**src/rtl/uart_pkg.sv**
```systemverilog
// Shared constants, FSM state encoding and small helpers for the UART receive framer.
// Latency: none (declarations only).
// Backpressure: not applicable. UART_RX_PARITY_EN adds the PARITY state to the enum.
package uart_pkg;

    localparam int OVERSAMPLE    = 16;
    localparam int SAMP_W        = 4;
    localparam int BITS_PER_CHAR = 10;
    localparam int IDLE_BITS_W   = 12;

    // Majority-vote sample positions inside a bit period; the decision is made at the last one.
    localparam logic [SAMP_W-1:0] VOTE_T0 = 4'd7;
    localparam logic [SAMP_W-1:0] VOTE_T1 = 4'd8;
    localparam logic [SAMP_W-1:0] VOTE_T2 = 4'd9;

    typedef enum logic [2:0] {
        ST_IDLE   = 3'd0,
        ST_START  = 3'd1,
        ST_DATA   = 3'd2,
        ST_STOP   = 3'd3,
`ifdef UART_RX_PARITY_EN
        ST_BREAK  = 3'd4,
        ST_PARITY = 3'd5
`else
        ST_BREAK  = 3'd4
`endif
    } uart_state_e;

    function automatic logic maj3(input logic a, input logic b, input logic c);
        return (a & b) | (a & c) | (b & c);
    endfunction

    // Idle gap in bit times; a zero character count behaves as one character.
    function automatic logic [IDLE_BITS_W-1:0] idle_limit(input logic [7:0] idle_char);
        logic [IDLE_BITS_W-1:0] chars;
        chars = (idle_char == 8'd0) ? 12'd1 : {4'd0, idle_char};
        return chars * 12'(BITS_PER_CHAR);
    endfunction

endpackage

```
**src/rtl/uart_rx_framer_if.sv**
```systemverilog
// Receive-side byte/frame stream from the UART framer to the stream bridge, plus error reporting.
// Latency: none (wires only).
// Backpressure: none; all strobes are single-cycle and must be taken. UART_RX_PARITY_EN adds parity_err.
interface uart_rx_framer_if #(
    parameter int ERR_CNT_W = 16
);
    logic                 rx_dvalid;
    logic [7:0]           rx_data;
    logic                 rx_start;
    logic                 rx_end;
    logic                 rx_state;
    logic                 frame_err;
    logic [ERR_CNT_W-1:0] frame_err_cnt;
`ifdef UART_RX_PARITY_EN
    logic                 parity_err;
`endif

    modport master (
        output rx_dvalid, rx_data, rx_start, rx_end, rx_state, frame_err, frame_err_cnt
`ifdef UART_RX_PARITY_EN
        , output parity_err
`endif
    );

    modport slave (
        input rx_dvalid, rx_data, rx_start, rx_end, rx_state, frame_err, frame_err_cnt
`ifdef UART_RX_PARITY_EN
        , input parity_err
`endif
    );

endinterface

```
**src/rtl/uart_baud_tick.sv**
```systemverilog
// Oversample tick generator: one-cycle pulse every div+1 clocks, restartable to phase 0.
// Latency: first tick div+1 clocks after restart.
// Backpressure: none; free-running except while restart is held.
module uart_baud_tick (
    input  logic        clk,
    input  logic        rst,
    input  logic        restart,
    input  logic [15:0] div,
    output logic        tick
);

    logic [15:0] cnt;

    // >= so a divisor lowered mid-count wraps at once instead of running to 0xFFFF.
    assign tick = !restart && (cnt >= div);

    // Divider counter; restart re-aligns the bit grid to a detected start edge.
    always_ff @(posedge clk) begin
        if (rst || restart) begin
            cnt <= '0;
        end else if (cnt >= div) begin
            cnt <= '0;
        end else begin
            cnt <= cnt + 16'd1;
        end
    end

endmodule

```
**src/rtl/uart_rx_framer.sv**
```systemverilog
// UART receiver: syncs line, votes bits, checks stop (and parity with UART_RX_PARITY_EN), delimits frames by idle gap.
// Latency: 2 sync clocks + ~9.5 bit times (+1 bit with parity) + 1 clock from start edge to rx_dvalid.
// Backpressure: none; the serial line cannot stall, so every output strobe is a one-cycle pulse.
module uart_rx_framer
    import uart_pkg::*;
#(
    parameter int OVERSAMPLE = uart_pkg::OVERSAMPLE,
    parameter int ERR_CNT_W  = 16
) (
    input  logic                clk,
    input  logic                rst,
    input  logic                uart_rxd,
    input  logic [15:0]         baud_div,
    input  logic [7:0]          idle_char,
`ifdef UART_RX_PARITY_EN
    input  logic                parity_odd,
`endif
    uart_rx_framer_if.master    rx_if
);

    localparam logic [SAMP_W-1:0] LAST_TICK = SAMP_W'(OVERSAMPLE - 1);

    uart_state_e state, state_nxt;

    logic                   rxd_s1, rxd_sync;
    logic [15:0]            div_q;
    logic                   tick;
    logic [SAMP_W-1:0]      samp_cnt;
    logic [2:0]             bit_cnt;
    logic                   v_a, v_b;
    logic                   vote;
    logic [7:0]             shreg;
    logic [SAMP_W-1:0]      brk_cnt;
    logic                   at_vote, at_bit_end;

    logic                   start_edge, shift_en, byte_good, stop_bad;
`ifdef UART_RX_PARITY_EN
    logic                   par_chk, par_fail, par_bad;
    logic                   par_err_q;
`endif

    logic                   dvalid_q, start_q, end_q, state_q, ferr_q;
    logic [7:0]             data_q;
    logic [ERR_CNT_W-1:0]   err_cnt_q;

    logic                   idle_run;
    logic [SAMP_W-1:0]      idle_sub;
    logic [IDLE_BITS_W-1:0] idle_bits;
    logic [IDLE_BITS_W-1:0] idle_lim_m1;
    logic                   frame_open;
    logic                   idle_restart;
    logic                   idle_expire;

    // Two-flop synchronizer; resets to the idle-high level so reset never fakes a start edge.
    always_ff @(posedge clk) begin
        if (rst) begin
            rxd_s1   <= 1'b1;
            rxd_sync <= 1'b1;
        end else begin
            rxd_s1   <= uart_rxd;
            rxd_sync <= rxd_s1;
        end
    end

    // Divisor is captured only between characters so a change never distorts a byte in flight.
    always_ff @(posedge clk) begin
        if (rst) begin
            div_q <= '0;
        end else if (state == ST_IDLE) begin
            div_q <= baud_div;
        end
    end

    uart_baud_tick u_baud_tick (
        .clk     (clk),
        .rst     (rst),
        .restart (start_edge),
        .div     (div_q),
        .tick    (tick)
    );

    assign vote       = maj3(v_a, v_b, rxd_sync);
    assign at_vote    = tick && (samp_cnt == VOTE_T2);
    assign at_bit_end = tick && (samp_cnt == LAST_TICK);

    // FSM state register.
    always_ff @(posedge clk) begin
        if (rst) begin
            state <= ST_IDLE;
        end else begin
            state <= state_nxt;
        end
    end

    // FSM next state: start qualification, bit walk, stop check and break recovery.
    always_comb begin
        state_nxt = state;
        case (state)
            ST_IDLE: begin
                if (!rxd_sync) state_nxt = ST_START;
            end
            ST_START: begin
                if (at_vote && vote)  state_nxt = ST_IDLE;
                else if (at_bit_end)  state_nxt = ST_DATA;
            end
            ST_DATA: begin
`ifdef UART_RX_PARITY_EN
                if (at_bit_end && bit_cnt == 3'd7) state_nxt = ST_PARITY;
`else
                if (at_bit_end && bit_cnt == 3'd7) state_nxt = ST_STOP;
`endif
            end
`ifdef UART_RX_PARITY_EN
            ST_PARITY: begin
                if (at_bit_end) state_nxt = ST_STOP;
            end
`endif
            ST_STOP: begin
                if (at_vote) state_nxt = vote ? ST_IDLE : ST_BREAK;
            end
            ST_BREAK: begin
                if (tick && rxd_sync && brk_cnt == LAST_TICK) state_nxt = ST_IDLE;
            end
            default: state_nxt = ST_IDLE;
        endcase
    end

    // FSM outputs: single-cycle decision strobes consumed by the datapath and framer.
    always_comb begin
        start_edge = 1'b0;
        shift_en   = 1'b0;
        byte_good  = 1'b0;
        stop_bad   = 1'b0;
`ifdef UART_RX_PARITY_EN
        par_chk    = 1'b0;
        par_fail   = 1'b0;
`endif
        case (state)
            ST_IDLE:   start_edge = !rxd_sync;
            ST_DATA:   shift_en   = at_vote;
`ifdef UART_RX_PARITY_EN
            ST_PARITY: par_chk    = at_vote;
            ST_STOP: begin
                byte_good = at_vote && vote && !par_bad;
                par_fail  = at_vote && vote && par_bad;
                stop_bad  = at_vote && !vote;
            end
`else
            ST_STOP: begin
                byte_good = at_vote && vote;
                stop_bad  = at_vote && !vote;
            end
`endif
            default: ;
        endcase
    end

    // Bit-period sampling: tick position, vote samples, data shift, bit count, break-high run.
    always_ff @(posedge clk) begin
        if (rst) begin
            samp_cnt <= '0;
            bit_cnt  <= '0;
            v_a      <= 1'b1;
            v_b      <= 1'b1;
            shreg    <= '0;
            brk_cnt  <= '0;
        end else begin
            if (start_edge)  samp_cnt <= '0;
            else if (tick)   samp_cnt <= samp_cnt + 4'd1;

            if (tick && samp_cnt == VOTE_T0) v_a <= rxd_sync;
            if (tick && samp_cnt == VOTE_T1) v_b <= rxd_sync;

            if (start_edge)                            bit_cnt <= '0;
            else if (state == ST_DATA && at_bit_end)   bit_cnt <= bit_cnt + 3'd1;

            if (shift_en) shreg <= {vote, shreg[7:1]};

            if (state != ST_BREAK) brk_cnt <= '0;
            else if (tick)         brk_cnt <= rxd_sync ? brk_cnt + 4'd1 : '0;
        end
    end

`ifdef UART_RX_PARITY_EN
    // Parity compare against the received byte; parity_odd flips the expected bit.
    always_ff @(posedge clk) begin
        if (rst) begin
            par_bad <= 1'b0;
        end else if (par_chk) begin
            par_bad <= (vote != (^shreg ^ parity_odd));
        end
    end
`endif

    // A frame counts as open from the rx_start cycle, one clock before rx_state rises.
    assign frame_open = state_q || start_q;
`ifdef UART_RX_PARITY_EN
    assign idle_restart = byte_good || ((stop_bad || par_fail) && frame_open);
`else
    assign idle_restart = byte_good || (stop_bad && frame_open);
`endif
    assign idle_lim_m1 = idle_limit(idle_char) - 12'd1;
    assign idle_expire = idle_run && frame_open && tick &&
                         (idle_sub == LAST_TICK) && (idle_bits >= idle_lim_m1);

    // Idle-gap timer in bit times; a start edge halts it, expiry is still reported on that cycle.
    always_ff @(posedge clk) begin
        if (rst) begin
            idle_run  <= 1'b0;
            idle_sub  <= '0;
            idle_bits <= '0;
        end else if (idle_restart) begin
            idle_run  <= 1'b1;
            idle_sub  <= '0;
            idle_bits <= '0;
        end else if (start_edge || idle_expire) begin
            idle_run  <= 1'b0;
            idle_sub  <= '0;
            idle_bits <= '0;
        end else if (idle_run && tick) begin
            idle_sub <= idle_sub + 4'd1;
            if (idle_sub == LAST_TICK) idle_bits <= idle_bits + 12'd1;
        end
    end

    // Registered output strobes, held byte, frame flag and saturating error counter.
    always_ff @(posedge clk) begin
        if (rst) begin
            dvalid_q  <= 1'b0;
            start_q   <= 1'b0;
            end_q     <= 1'b0;
            state_q   <= 1'b0;
            ferr_q    <= 1'b0;
            data_q    <= '0;
            err_cnt_q <= '0;
        end else begin
            dvalid_q <= byte_good;
            start_q  <= byte_good && !frame_open;
            end_q    <= idle_expire;
            ferr_q   <= stop_bad;
            if (byte_good)                   data_q    <= shreg;
            if (stop_bad && err_cnt_q != '1) err_cnt_q <= err_cnt_q + 1'b1;
            if (start_q)    state_q <= 1'b1;
            else if (end_q) state_q <= 1'b0;
        end
    end

`ifdef UART_RX_PARITY_EN
    // Parity error strobe, aligned with where rx_dvalid would have been.
    always_ff @(posedge clk) begin
        if (rst) par_err_q <= 1'b0;
        else     par_err_q <= par_fail;
    end
    assign rx_if.parity_err = par_err_q;
`endif

    assign rx_if.rx_dvalid     = dvalid_q;
    assign rx_if.rx_data       = data_q;
    assign rx_if.rx_start      = start_q;
    assign rx_if.rx_end        = end_q;
    assign rx_if.rx_state      = state_q;
    assign rx_if.frame_err     = ferr_q;
    assign rx_if.frame_err_cnt = err_cnt_q;

endmodule

```
**src/flat_wrapper.sv**
```systemverilog
// flat-port wrapper written by rule: the top's interface ports become plain ports
module uart_rx_framer_flat import uart_pkg::*;
#(
    parameter int OVERSAMPLE = uart_pkg::OVERSAMPLE,
    parameter int ERR_CNT_W  = 16
)
  (clk, rst, uart_rxd, baud_div, idle_char, rx_if_rx_dvalid, rx_if_rx_data, rx_if_rx_start, rx_if_rx_end, rx_if_rx_state, rx_if_frame_err, rx_if_frame_err_cnt);
  uart_rx_framer_if #(.ERR_CNT_W(ERR_CNT_W)) rx_if_i ();
  input  logic clk;
  input  logic rst;
  input  logic uart_rxd;
  input  logic [15:0] baud_div;
  input  logic [7:0] idle_char;
  output wire logic [$bits(rx_if_i.rx_dvalid)-1:0] rx_if_rx_dvalid;
  output wire logic [$bits(rx_if_i.rx_data)-1:0] rx_if_rx_data;
  output wire logic [$bits(rx_if_i.rx_start)-1:0] rx_if_rx_start;
  output wire logic [$bits(rx_if_i.rx_end)-1:0] rx_if_rx_end;
  output wire logic [$bits(rx_if_i.rx_state)-1:0] rx_if_rx_state;
  output wire logic [$bits(rx_if_i.frame_err)-1:0] rx_if_frame_err;
  output wire logic [$bits(rx_if_i.frame_err_cnt)-1:0] rx_if_frame_err_cnt;
  assign rx_if_rx_dvalid = rx_if_i.rx_dvalid;
  assign rx_if_rx_data = rx_if_i.rx_data;
  assign rx_if_rx_start = rx_if_i.rx_start;
  assign rx_if_rx_end = rx_if_i.rx_end;
  assign rx_if_rx_state = rx_if_i.rx_state;
  assign rx_if_frame_err = rx_if_i.frame_err;
  assign rx_if_frame_err_cnt = rx_if_i.frame_err_cnt;
  uart_rx_framer #(.OVERSAMPLE(OVERSAMPLE), .ERR_CNT_W(ERR_CNT_W)) u_core (.clk(clk), .rst(rst), .uart_rxd(uart_rxd), .baud_div(baud_div), .idle_char(idle_char), .rx_if(rx_if_i));
endmodule
```
**config.mk**
```make
export PLATFORM = sky130hd
export DESIGN_NAME = uart_rx_framer_flat
export DESIGN_NICKNAME = d
export VERILOG_FILES = /design/src/rtl/uart_pkg.sv /design/src/rtl/uart_rx_framer_if.sv /design/src/rtl/uart_baud_tick.sv /design/src/rtl/uart_rx_framer.sv /design/src/flat_wrapper.sv
export SDC_FILE = /design/constraint.sdc
export NUM_CORES = 1
export LEC_CHECK = 0
export CORE_MARGIN = 2
export CORE_UTILIZATION = 30
export CTS_CLUSTER_DIAMETER = 100
export DETAILED_ROUTE_END_ITERATION = 6
export PLACE_DENSITY = 0.55
export SETUP_SLACK_MARGIN = 0.2
export SLEW_MARGIN = 20
export SYNTH_ARGS = -nofsm -noshare
export SYNTH_HDL_FRONTEND = slang
export SYNTH_SLANG_ARGS = --single-unit
```
**constraint.sdc**
```tcl
create_clock -name clk -period 6.03 [get_ports clk]
set_input_delay 0.9045 -clock clk [delete_from_list [all_inputs] [get_ports clk]]
set_output_delay 0.9045 -clock clk [all_outputs]
set_load 0.02 [all_outputs]
```
# Word-level counts from Yosys, hierarchy flattened
# Index checks and enable logic that the tools add are counted.
[classes] addsub=8 multipliers=1 n_lt_le_gt_ge=2 eq_ne=18 n_mux=18 n_bitwise=5 reduce_logical=37
[ops] cell="$add 16x1->16 const B" count=2
[ops] cell="$mux 3" count=7
[ops] cell="$eq 4x4->1 const B" count=5
[ops] cell="$logic_and 1x1->1" count=19
[ops] cell="$ge 16x16->1" count=1
[ops] cell="$ne 16x16->1 const B" count=1
[ops] cell="$pmux 3 s5" count=1
[ops] cell="$add 12x1->12 const B" count=1
[ops] cell="$add 4x1->4 const B" count=3
[ops] cell="$ge 12x12->1" count=1
[ops] cell="$mul 12x3->11 const B" count=1
[ops] cell="$sub 12x1->12 const B" count=1
[ops] cell="$logic_not 8->1" count=1
[ops] cell="$mux 1" count=8
[ops] cell="$mux 8" count=1
[ops] cell="$eq 3x2->1 const B" count=2
[ops] cell="$eq 3x3->1 const B" count=2
[ops] cell="$ne 2x1->1 const B" count=3
[ops] cell="$reduce_or 2->1" count=3
[ops] cell="$reduce_and 5->1" count=1
[ops] cell="$eq 4x3->1 const B" count=1
[ops] cell="$logic_not 1->1" count=4
[ops] cell="$logic_or 1x1->1" count=4
[ops] cell="$mux 4" count=1
[ops] cell="11 further kinds" count=15
[totals] regBits=104 wordCells=110

# Longest topological paths before layout
# Gate-level depths: netlist of run 1.
[logic_depth] word_depth=10 depth_mapped=19

# By module
# Synthesis of run 1 repeated with hierarchy kept, for this count alone.
[unflattened] cells_unflattened=666 hier_area_um2=5751.8
[modules_own_cells] mod="uart_rx_framer" n_inst=1 cells_each=531 area_each_um2=4513.1 seq_area_each_um2=1761.7
[modules_own_cells] mod="uart_baud_tick" n_inst=1 cells_each=135 area_each_um2=1238.7 seq_area_each_um2=320.3

# Worst setup path after synthesis of run 1
# Ideal clock, no wire load.
[synth_path] path_type="in2reg" startpoint="input idle_char[3]" endpoint="register u_core.idle_bits[0]" arrival_ns=4.672 slack_ns=1.295 path_stages=19 path_buffers=2 cell_sequence="clkbuf_1 ha_1 ha_1 fa_1 a211oi_1 nor2_1 xor2_1 nor4b_1 and4_1 nor3_1 xor2_1 ha_1 or4_1 a221o_1 a31oi_1 or4b_4 o2111ai_4 buf_6 nor2_1"
[synth_between] elab_chain_len=8
[synth_lines] element="from (decl)" line="flat_wrapper.sv:13" rtl="input logic [7:0] idle_char;"
[synth_lines] element="$logic_not 8->1" line="uart_pkg.sv:36" rtl="chars = (idle_char == 8'd0) ? 12'd1 : {4'd0, idle_char};"
[synth_lines] element="$mux 8 *" line="uart_pkg.sv:36"
[synth_lines] element="$mul 12x3->11 *" line="uart_pkg.sv:37" rtl="return chars * 12'(BITS_PER_CHAR);"
[synth_lines] element="$sub 12x1->12 *" line="uart_rx_framer.sv:202" rtl="assign idle_lim_m1 = idle_limit(idle_char) - 12'd1;"
[synth_lines] element="$ge 12x12->1 *" line="uart_rx_framer.sv:204" rtl="(idle_sub == LAST_TICK) && (idle_bits >= idle_lim_m1);"
[synth_lines] element="$logic_and 1x1->1 *" line="uart_rx_framer.sv:204"
[synth_lines] element="$logic_or 1x1->1 *" line="uart_rx_framer.sv:216" rtl="end else if (start_edge || idle_expire) begin"
[synth_lines] element="$reduce_or 3->1 (no source line) *"
[synth_lines] element="to (signal assigned)" line="uart_rx_framer.sv:222" rtl="if (idle_sub == LAST_TICK) idle_bits <= idle_bits + 12'd1;"
[synth_lines] element="to (decl)" line="uart_rx_framer.sv:48" rtl="logic [IDLE_BITS_W-1:0] idle_bits;"
# Mark *: on every way between the ends. The rest lies on a longest branch, timed or not.
# A chain may end at the register's enable or synchronous reset.

# Worst setup path after layout of run 1
[layout_path] startpoint="input idle_char[3]" endpoint="register u_core.idle_bits[1]"
# Same word-level chain as after synthesis.

==> qor.yml, run 1 <==
rsz0062_at_grt: "no"
fmax_ghz: 0.194
routedWlPerCell_microns: 13.0
cts_tree: "done"
rows: 50
drtPass1Iterations: 4
antenna_left: 0
drive_above_1_share_pct: 5.67
fin_crit_sh_pct: 85.7
setup_ws_ns: 0.864
initial_core_util_pct: 30.4
final_common_cell: "dfxtp_1"
worstHoldPathType: "reg -> reg"
power_density_mw_per_mm2: 222
grt_max_degree: 37
clk_latency_ns: 0.35
worst_ir_drop_vdd_mv: 0.154
fin_hold_ws_ns: 0.412
die_area_sq_mm: 0.0200
synth_flop_cell: "dfxtp_1"
first_global_vias: 4203
relSlewSlack_pct: 52.6
syn_to_final_growth_pct: 18.4
p_seq_share_pct: 47.0
maxSlewViolCount: 0
final_cell_mix: "dfxtp_1, nor2_1, nand2_1"
cts_resized: 0
path_max_fanout: 16
ctsHtreeMaxLevel: 3
endpoint_kind: "flip-flop"
synth-seq-cells: 104
fin_skew_ns: 0.00572
final_cell_area_sq_mm: 0.00672
synth_top_cell_by_area: "dfxtp_1"
placeableCoreArea_sq_mm: 0.0186
p_clk_share_pct: 43.3
grt.met3_usage_pct: 2.94
grt_first_pass_wirelength_microns: 20500
yosysUniqueCellTypes: 62
setup.worst_path.start_class: "primary input"
synth_warnings: 0
syn_nets: 740
avgSynthCellArea_sq_um: 8.55
syn_area_sq_mm: 0.00568
holdBufCountCts: 0
drt-total-wl_microns: 12200
path_cells: "clkdlybuf4s50_1 -> ha_1 -> ha_1 -> fa_1 -> a211oi_1 -> nor2_1 -> xor2_1 -> nor4b_1 -> and4_1 -> nor3_1 -> xor2_1 -> ha_1 -> or4_1 -> a221o_1 -> a31oi_1 -> or4b_4 -> o2111ai_4 -> a21oi_1"
slowest_delay_ns: 0.46
nets: 777
use_met1_pct: 16.8
crit_top_cell: "ha_1"
numCtsBuffers: 9
dieHeight_microns: 142
synth_top_cell_area_share_pct: 36.7
critPathKind: "in -> reg"
drc: 0
critPathArrivalTime_ns: 5.45
period_needed_ns: 5.17
clkSinkCount: 104
ys_top_cells_by_area: "dfxtp_1, ha_1, nor2_1"
worstMarginPinSlew_ns: 0.706
swShare_pct: 24.5
placed_area_sq_mm: 0.00639
cts_buffer_depth: 2
die_w_microns: 142
synth_edf_count: 0
tns_ns: 0
diodes: 0
antenna_found_initial: 0
cp_data_required_time_ns: 6.31
top_usage_layer: "met2"
grt-ovfl-total: 0
async_flop_share_pct: 0
drt-initial-drc-count: 215
postCtsSetupBuffers: 0
clk_transition_reported_paths_ns: 0.07
dp_slack_ns: 0.473
p_sw_w: 0.000366
combPwrFrac_pct: 9.7
setup_viol: 0
gp_congestion: 0.740
p_leak_nw: 2.55
vias_per_cell: 4.87
grt_usage_pct: 12.4
ys_seq_area_share_pct: 36.7
status: "complete, no violations"
intPower_w: 0.00113
cts_root_buf: "clkbuf_16"
cpMaxStageDelayCell: "or4_1"
num_vias: 4575
dp_hpwl_microns: 8710
max_cap_viol_count: 0
grt_use_met2_pct: 20.1
postSynthCellCount: 664
ios: 56
io_buffers: 55
hold_violations: 0
logic make-up after synthesis:
kind of cell	count (synthesis)	synth area share, %
AND/OR/NAND/NOR	271	24.0
AO/OA/AOI/OAI	112	12.8
flip-flops	104	36.7
buffers and inverters	59	4.36
adder cells (fa/ha/maj)	50	11.1
XOR/XNOR	44	6.79
multiplexers	24	4.28
power groups by stage:
stage               Clock (W)  Combinational (W)  Sequential (W)
finish               0.000647           0.000146        0.000702
global route         0.000696           0.000166        0.000704
CTS                  0.000666           0.000148        0.000702
global placement            0           0.000147        0.000718
floorplan                   0           0.000108        0.000716
detailed placement          0           0.000146        0.000718
per-layer routing:
layer	routed length, microns	vias up
li1	-	2398
met2	5630	54
met4	121	0
met5	0	-
met3	405	8
met1	6090	2115
final timing paths:
path | from | to | slack (ns) | cells past startpoint
worst max register to register | u_core.u_baud_tick.cnt[0] | u_core.idle_bits[1] | 2.25 | 9
worst min-delay path | u_core.rxd_s1 | u_core.rxd_sync | 0.41 | 1
worst max-delay path | idle_char[3] | u_core.idle_bits[1] | 0.86 | 18
worst min register to register | u_core.rxd_s1 | u_core.rxd_sync | 0.41 | 1
cell type report:
cell class	instances	area (sq um)
inverters	28	105
multi-input cells	501	3350
clock buffers	9	225
repair buffers	57	561
well taps	234	293
flip-flops and latches	104	2080
clock inverters	7	104
fillers	1937	11900
critical path: cells and delay by family:
family	cells	cell delay [ns]
AOI/OAI and AO/OA	5	1.19
buffers and inverters	1	0.45
adders and majority gates	4	1.17
and+or+nand+nor	6	1.39
xor gates and xnor gates	2	0.32
sequential cells by signal (all words and copies together) (netlist names), 3 cells and up:
register and flops:
u_core.brk_cnt 4, u_core.samp_cnt 4, u_core.rx_if.frame_err_cnt 16, u_core.div_q 16, u_core.idle_sub 4, u_core.bit_cnt 3, u_core.u_baud_tick.cnt 16, u_core.shreg 8
u_core.rx_if.rx_data 8, u_core.idle_bits 12, u_core.state 3
per-stage QoR:
step / std cells / total power, W / utilization (%)
final: 940 / 0.00149 / 36.1
after global routing: 940 / 0.00157 / 36.1
after CTS: 940 / 0.00152 / 36.0
after detailed placement: 924 / 0.000864 / 34.3
after global placement: 924 / 0.000865 / 34.3
after floorplan: 664 / 0.000824 / -
synthesized netlist by cell type (7+ instances only):
cell	count
nand4_1	17
or3_1	10
nand3_1	21
nor2_1	83
xnor2_1	18
or4_1	7
and3_1	9
nand2_1	74
a21oi_1	51
o21ai_0	24
mux2i_1	22
dfxtp_1	104
clkbuf_1	20
xor2_1	26
ha_1	48
nor4_1	7
inv_1	28
No activity file was read; power rests on OpenSTA's default activity.
==> run 2, diff against run 1 <==
- GPL_TIMING_DRIVEN: unset -> 0
- RECOVER_POWER: unset -> 25
==> run 2 against run 1 <==
Sequential share of layout area decreased by 0.42 points. Critical path type unchanged. Flip-flop and latch count unchanged. Sequential power about the same. Largest cell class unchanged. Critical endpoint is now u_core.idle_bits[8].
==> qor.yml, run 2 (same netlist as run 1, synthesis figures left out) <==
p_sw_w: 0.000363
path_max_fanout: 10
setup_ws_ns: 0.788
critPathArrivalTime_ns: 5.53
grt_max_degree: 19
reg2regPathDepth: 10
drc: 0
worstMarginPinSlew_ns: 0.820
numCtsBuffers: 9
syn_to_final_growth_pct: 20.1
cp_data_required_time_ns: 6.32
antenna_left: 0
fin_skew_ns: 0.00908
clk_transition_reported_paths_ns: 0.07
cp.buffers_inverters: 3
initial_core_util_pct: 30.4
ctsHtreeMaxLevel: 3
r2r-end: "u_core.idle_bits[8]"
final_common_cell: "dfxtp_1"
dieHeight_microns: 142
drtPass1Iterations: 4
crit_family: "simple AND/OR/NAND/NOR gates"
combPwrFrac_pct: 10.4
num_vias: 4630
routedWlPerCell_microns: 13.0
grt_usage_pct: 13.0
r2r_start: "u_core.u_baud_tick.cnt[0]"
slowest_delay_ns: 0.47
holdBufCountCts: 0
die_area_sq_mm: 0.0200
intPower_w: 0.00109
final_cells: 968
placeableCoreArea_sq_mm: 0.0186
max_cap_viol_count: 0
rsz0062_at_grt: "no"
multi_input_area_sq_mm: 0.00335
fin_crit_sh_pct: 86.9
drt-initial-drc-count: 194
fmax_ghz: 0.191
setup_viol: 0
regArea_sq_mm: 0.00208
min_from: "u_core.rxd_s1"
drt-total-wl_microns: 12600
dp.cells: 952
cts_buffer_depth: 2
gp_congestion: 0.800
p_seq_share_pct: 48.4
ios: 56
critPathKind: "in -> reg"
drive_above_1_share_pct: 6.13
worst_ir_drop_vdd_mv: 0.121
whs_path_depth: 1
whs_endpoint: "u_core.rxd_sync"
io_buffers: 54
clk_latency_ns: 0.36
rows: 50
period_needed_ns: 5.24
vias_per_cell: 4.78
grt_first_pass_wirelength_microns: 21100
die_w_microns: 142
power_density_mw_per_mm2: 213
p_clk_share_pct: 41.2
tns_ns: 0
setup.worst_path.start_class: "primary input"
path_cells: "clkdlybuf4s50_1 -> clkbuf_1 -> ha_1 -> ha_1 -> fa_1 -> a211oi_1 -> nor2_1 -> xor2_1 -> nor4b_1 -> and4_1 -> nor3_1 -> xor2_1 -> ha_1 -> or4_1 -> a221o_1 -> a31oi_1 -> or4b_4 -> o2111ai_4 -> buf_6 -> nor2_1"
final_cell_mix: "dfxtp_1, nor2_1, nand2_1"
diodes: 0
worstHoldPathType: "reg -> reg"
cpMaxStageDelayCell: "clkdlybuf4s50_1"
dp_hpwl_microns: 9350
cts_resized: 0
p_leak_nw: 2.62
rrSetupSlack_ns: 2.98
nFillCells: 1926
grt-ovfl-total: 0
maxSlewViolCount: 0
postCtsSetupBuffers: 0
cts_root_buf: "clkbuf_16"
nets: 805
hold_violations: 0
dp_slack_ns: 0.404
endpoint_kind: "flip-flop"
cts_tree: "done"
antenna_found_initial: 0
crit_top_cell: "ha_1"
relSlewSlack_pct: 45.2
status: "complete, no violations"
clkSinkCount: 104
first_global_vias: 4379
swShare_pct: 25.0
## run 2: worst max-delay path by stage
stage / depth (start not counted) / startpoint / slack, ns / to
after detailed placement: 18 / idle_char[1] / 0.40 / u_core.idle_bits[4]
after global placement: 19 / idle_char[3] / 0.41 / u_core.idle_bits[6]
after global routing: 18 / idle_char[1] / 0.40 / u_core.idle_bits[3]
after floorplan: 19 / idle_char[3] / 1.29 / u_core.idle_bits[0]
final: 20 / idle_char[3] / 0.79 / u_core.idle_bits[8]
after CTS: 20 / idle_char[3] / 0.77 / u_core.idle_bits[8]
## run 2: area by class of cell
cell class                      instances  area share (%)
Timing Repair Buffer                   54            7.93
Buffer                                 31            2.07
Tap cell                              234            4.30
Clock buffer                            9            3.30
Sequential cell                       104            30.5
Multi-Input combinational cell        501            49.1
Inverter                               28            1.54
Clock inverter                          7            1.17
## run 2: stage by stage
stage / area, sq um / total power (W) / hold WS [ns] / utilization [%]
finish: 6820 / 0.00145 / 0.415 / 36.6
global route: 6820 / 0.00152 / 0.428 / 36.6
CTS: 6820 / 0.00147 / 0.416 / 36.6
detailed placement: 6510 / 0.000870 / 0.399 / 34.9
global placement: 6510 / 0.000870 / 0.394 / 34.9
floorplan: 5680 / 0.000824 / 0.389 / -
## run 2: power by group through the flow
stage	Clock (W)	Combinational (W)	Sequential [W]
after CTS	0.000616	0.000154	0.000702
after floorplan	0	0.000108	0.000716
after global routing	0.000645	0.000172	0.000703
after detailed placement	0	0.000152	0.000718
after global placement	0	0.000152	0.000718
final	0.000598	0.000151	0.000702
## run 2: per-layer routing
| metal | global-route usage (%) | wire (microns) | vias to the layer above |
|---|---|---|---|
| li1 | - | - | 2456 |
| met1 | 17.6 | 6450 | 2116 |
| met2 | 20.6 | 5560 | 46 |
| met3 | 2.90 | 378 | 12 |
| met4 | 3.74 | 180 | 0 |
| met5 | 0 | 0 | - |
